[src/rtl/mips_pkg.sv]
// Shared MIPS definitions: load/store opcodes and the memory access FSM states.
package mips_pkg;

    localparam logic [5:0] OP_LW = 6'b100011;
    localparam logic [5:0] OP_LH = 6'b100001;
    localparam logic [5:0] OP_LB = 6'b100000;
    localparam logic [5:0] OP_SW = 6'b101011;
    localparam logic [5:0] OP_SH = 6'b101001;
    localparam logic [5:0] OP_SB = 6'b101000;

    typedef enum logic [1:0] {
        ST_IDLE,
        ST_ACCESS,
        ST_DRAIN,
        ST_RESP
    } mau_state_t;

    // Byte count of a load/store opcode; zero marks an unsupported opcode.
    function automatic logic [2:0] op_bytes(input logic [5:0] op);
        logic [2:0] n;
        unique case (1'b1)
            (op == OP_LW) || (op == OP_SW): n = 3'd4;
            (op == OP_LH) || (op == OP_SH): n = 3'd2;
            (op == OP_LB) || (op == OP_SB): n = 3'd1;
            default:                        n = 3'd0;
        endcase
        return n;
    endfunction

endpackage

[src/rtl/mem_access_unit.sv]
// Byte-serial big-endian load/store unit in front of a byte-wide
// synchronous data memory.
module mem_access_unit
    import mips_pkg::*;
#(
    parameter int MEM_BYTES = 256
) (
    input  logic        clk,
    input  logic        reset_n,
    input  logic        req_valid,
    output logic        req_ready,
    input  logic [5:0]  req_opcode,
    input  logic [31:0] req_addr,
    input  logic [31:0] req_wdata,
    output logic        resp_valid,
    output logic [31:0] resp_rdata,
    output logic        resp_error,
    output logic [7:0]  mem_addr,
    output logic        mem_re,
    output logic        mem_we,
    output logic [7:0]  mem_wdata,
    input  logic [7:0]  mem_rdata
);

    mau_state_t  state;
    logic        is_store;
    logic [2:0]  nbytes;
    logic [7:0]  base;
    logic [31:0] wsh;
    logic [2:0]  cnt;
    logic [31:0] result;
    logic        rd_pend;

    logic [2:0]  n_req;
    logic [32:0] last_addr;
    logic        req_bad;
    logic [31:0] rd_next;
    logic [5:0]  align;

    always_comb begin
        n_req     = op_bytes(req_opcode);
        last_addr = {1'b0, req_addr} + 33'(n_req) - 33'd1;
        req_bad   = (n_req == 3'd0) || (last_addr >= 33'(MEM_BYTES));
        rd_next   = rd_pend ? {result[23:0], mem_rdata} : result;
        align     = {3'd4 - nbytes, 3'b000};
    end

    always_ff @(posedge clk or negedge reset_n) begin
        if (!reset_n) begin
            state      <= ST_IDLE;
            req_ready  <= 1'b1;
            resp_valid <= 1'b0;
            resp_error <= 1'b0;
            resp_rdata <= '0;
            mem_re     <= 1'b0;
            mem_we     <= 1'b0;
            mem_addr   <= '0;
            mem_wdata  <= '0;
            is_store   <= 1'b0;
            nbytes     <= '0;
            base       <= '0;
            wsh        <= '0;
            cnt        <= '0;
            result     <= '0;
            rd_pend    <= 1'b0;
        end else begin
            // A read strobe this cycle means a byte arrives next cycle.
            rd_pend    <= mem_re;
            result     <= rd_next;
            resp_valid <= 1'b0;
            resp_error <= 1'b0;
            mem_re     <= 1'b0;
            mem_we     <= 1'b0;
            mem_addr   <= '0;
            mem_wdata  <= '0;
            unique case (state)
                ST_IDLE: begin
                    if (req_valid) begin
                        req_ready <= 1'b0;
                        if (req_bad) begin
                            state      <= ST_RESP;
                            resp_valid <= 1'b1;
                            resp_error <= 1'b1;
                            resp_rdata <= '0;
                        end else begin
                            state    <= ST_ACCESS;
                            is_store <= req_opcode[3];
                            nbytes   <= n_req;
                            base     <= req_addr[7:0];
                            cnt      <= 3'd1;
                            result   <= '0;
                            mem_addr <= req_addr[7:0];
                            wsh      <= req_wdata << 8;
                            if (req_opcode[3]) begin
                                mem_we    <= 1'b1;
                                mem_wdata <= req_wdata[31:24];
                            end else begin
                                mem_re <= 1'b1;
                            end
                        end
                    end
                end
                ST_ACCESS: begin
                    if (cnt == nbytes) begin
                        state <= ST_DRAIN;
                    end else begin
                        cnt      <= cnt + 3'd1;
                        mem_addr <= base + {5'd0, cnt};
                        wsh      <= wsh << 8;
                        if (is_store) begin
                            mem_we    <= 1'b1;
                            mem_wdata <= wsh[31:24];
                        end else begin
                            mem_re <= 1'b1;
                        end
                    end
                end
                ST_DRAIN: begin
                    state      <= ST_RESP;
                    resp_valid <= 1'b1;
                    resp_rdata <= is_store ? 32'd0 : (rd_next << align);
                end
                ST_RESP: begin
                    state     <= ST_IDLE;
                    req_ready <= 1'b1;
                    cnt       <= '0;
                end
                default: state <= ST_IDLE;
            endcase
        end
    end

endmodule

[config.mk]
export PLATFORM = sky130hd
export DESIGN_NAME = mem_access_unit
export DESIGN_NICKNAME = d
export VERILOG_FILES = /design/src/rtl/mips_pkg.sv /design/src/rtl/mem_access_unit.sv
export SDC_FILE = /design/constraint.sdc
export NUM_CORES = 1
export LEC_CHECK = 0
export ABC_CLOCK_PERIOD_IN_PS = 4700
export BUFFER_PORTS_ARGS = -buffer_cell sky130_fd_sc_hd__buf_2
export CORE_MARGIN = 5
export CORE_UTILIZATION = 61
export CTS_CLUSTER_SIZE = 25
export DETAILED_ROUTE_END_ITERATION = 8
export HOLD_SLACK_MARGIN = 0.05
export PLACE_DENSITY = 0.85
export SYNTH_ARGS = -nofsm -noshare
export SYNTH_HDL_FRONTEND = slang
export SYNTH_SLANG_ARGS = --single-unit
export TNS_END_PERCENT = 30
[constraint.sdc]
create_clock -name clk -period 4.7 [get_ports clk]
set_clock_uncertainty 0.05 [all_clocks]
set_input_delay 0.94 -clock clk [delete_from_list [all_inputs] [get_ports clk]]
set_output_delay 0.94 -clock clk [all_outputs]
set_load 0.05 [all_outputs]
==> summary.txt <==
# hold bufs at CTS: 0
post-route ant nets: 0
slack of the worst reg-to-reg path: 1.00 ns
later-pin clock latency in the skew report: 0.44 ns
leading cell type in the layout, fill and taps excluded: buf_2
Post-Synthesis Cell Area: 8139 um2
post-route setup TNS: -20.50 ns
Net Sw Frac: 41.64%
maximum clock rate: 0.1976 GHz
die width: 125.5 um
clock-pin slew on the worst setup and hold paths: 0.06 ns
r2r worst-path depth: 8
Crit Path Class: in2reg
Post-Synthesis Cells: 877
most frequent cells in the layout: buf_2, dfrtp_1, nor2_1
outcome: complete, but fails checks
Die H: 125.5 um
setup ws final: -0.3619 ns
CP Launch Type: primary input
number of diodes: 0
total gr overflow: 0
RSZ-0062 raised after global routing: yes
Mapped Nets: 1,003
worst-margin pin slew: 1.087 ns
non-filler cells, final: 1,247
hold_ws: 0.3752 ns
cell mode on critical path: buf_6
initial antenna violation count: 0
Hold Crit Class: reg2reg
Core ar.: 13,140 um2
overall power: 0.005631 W
Pint: 0.003287 W
Boundary Pins: 134
footprint of the multi-input gates: 5017 um2
die area: 15,750 um2
CTS root buffer: clkbuf_16
via count: 8,244
Critical R2R Launch: nbytes[0]
Initial Util: 61.95%
combinational power share: 48.4%
register area: 3179 um2
drt first-iter violations: 836
Req. time, crit path: 4.96 ns
failing checks: setup timing
PD cells: 526.3 nW/um2
pin count of the biggest net entering global routing: 55
number of port buffers: 133
fraction of layout cells with a size suffix above 1: 33.15%
worst-case clock buffer depth: 2
Worst EP arrival: 5.33 ns
Placed Instances: 1,193
CP endpoint: resp_rdata[30]
clk sink count: 127
vias in the first global route: 8,257
Avg Vias per Cell: 6.611
number of synthesized register bits: 127
DR WL/cell: 23.13 um
Layout Area Growth over Synthesis: 31.47%
Warnings, synthesis: 0
worst vdd ir: 0.3658 mV
HPWL after detailed placement: 16,430 um
EDFF count, synth: 0
Reg power frac: 28.1%
slowest stage delay, CP: 0.40 ns
syn avg cell area: 9.281 um2
post-route minimum period: 5.062 ns
Fill cells: 759
Distinct cells, synth: 73
crit-path cells: buf_6, or3b_4, or3_4, ha_4, inv_2, ha_4, inv_2, fa_2, nand2b_4, a21oi_4, buf_6, o21ai_4, o21ba_4, xnor2_2, nor3b_2, o2111ai_2, nor4_4, a41oi_2, a21oi_4, buf_6, buf_8, mux2_4
final setup violation count: 119
Rel. slew slack: 27.24%
final WL: 28,840 um
Total Nets Final: 1,184
critical path endpoint category: flip-flop
GPL Wtd Cong: 0.9165
CP max stage cell: or3_4
crit path max fanout: 6
Max-cap violations: 0
switching power: 0.002345 W
Setup crit start: req_opcode[4]
post-place setup slack: -0.6390 ns
TritonCTS buffer count: 17
fin. max-slew vios: 0
post-route clock period utilization: 107.7%
# H-tree levels: 4
Leak: 5.237 nW
first-pass GRT wire length: 44,420 um
Synth async-reset ratio: 100.0%
sequential-to-total area share from yosys stat: 39.06%
Most used DFF post-synth: dfrtp_1
Hold Fails Final Rpt: 0
CTS tree: done
Rows: 42
worst flop-to-flop path endpoint: resp_rdata[6]
Remaining DRCs: 0
drt pass-1 iters: 6
Total GRT Usage: 35.58%
Clock Power Share: 23.5%
-- worst min-delay path by stage --
stage | to | slack [ns] | start | cells past startpoint
2_1_floorplan | mem_wdata[5] | 0.42 | wsh[29] | 1
3_3_place_gp | rd_pend | 0.31 | mem_re | 0
3_5_place_dp | rd_pend | 0.32 | mem_re | 0
4_1_cts | rd_pend | 0.34 | mem_re | 0
5_1_grt | rd_pend | 0.36 | mem_re | 0
6_report | rd_pend | 0.38 | mem_re | 0
-- final cells by class --
cell class	count	area share [%]
Multi-Input combinational cell	646	46.89
Sequential cell	127	29.71
Timing Repair Buffer	206	13.75
Clock buffer	18	4.104
Inverter	60	2.128
Tap cell	176	2.058
Clock inverter	14	1.356
-- synth_stat cells, drive strengths merged (10+ instances only) --
master,n,area share (%)
dfrtp,126,39
nor2,79,3.6
nand2,75,3.5
a21oi,58,3.7
inv,57,2.6
o21ai,47,2.9
ha,43,6.6
mux2,40,5.5
o22ai,31,2.4
mux2i,29,3.6
clkbuf,23,1.1
buf,21,1.6
a2bb2oi,18,2.7
nor2b,18,1.4
a21o,15,1.4
xnor2,15,1.6
nand3,11,0.68
nand4,11,0.85
nor3,10,0.75
o31ai,10,0.92
or3,10,0.77
xor2,10,1.1
-- critical path: cells and delay by family --
kind	cells	cell delay (ns)
xor+xnor	1	0.15
mux	1	0.32
buf+inv	6	0.63
fa+ha+maj	3	0.61
compound gates	6	1.13
simple gates	5	1.52
-- per-layer routing --
metal	up-vias	track usage (%)	part of all wire, %
li1	3532	-	-
met1	3936	40.21	35
met2	584	61.42	50
met3	192	7.846	8.4
met4	0	21.36	6.9
met5	-	0	0
-- kinds of logic (layout without fill, tap and decap cells) --
group / count (synthesis) / after routing / synth area share, %
adders and majority gates: 45 / 45 / 7.102
and+or+nand+nor: 258 / 258 / 15.50
AOI/OAI and AO/OA: 249 / 249 / 21.17
xor gates and xnor gates: 25 / 25 / 2.690
buffers and inverters: 104 / 298 / 5.380
muxes: 69 / 69 / 9.101
DFF: 127 / 127 / 39.06
-- power groups by stage --
stage	clock network (W)	registers, W	logic, W
4_1_cts	0.00129	0.00155	0.00258
3_3_place_gp	0	0.00154	0.00195
6_report	0.00132	0.00158	0.00273
2_1_floorplan	0	0.00154	0.00144
5_1_grt	0.00137	0.00159	0.00286
3_5_place_dp	0	0.00156	0.00201
-- sequential cells by signal, indices dropped and copies added (netlist names), 3 cells and up --
signal,flops
nbytes,3
result,32
mem_wdata,8
cnt,3
base,8
resp_rdata,32
wsh,24
mem_addr,8
-- through the flow --
| step | util [%] | cell area, um2 |
|---|---|---|
| after floorplan | - | 8295 |
| after global placement | 71.81 | 9434 |
| after detailed placement | 71.81 | 9434 |
| after CTS | 80.59 | 10590 |
| after global routing | 81.45 | 10700 |
| final | 81.45 | 10700 |
-- repair_timing --
item	4_1_cts	5_1_grt
gates cloned	5	1
endpoints found under the setup margin	115	123
gates resized for setup	61	34
pin swaps	21	18
setup buffers	17	3
(Power assumes the default switching activity.)
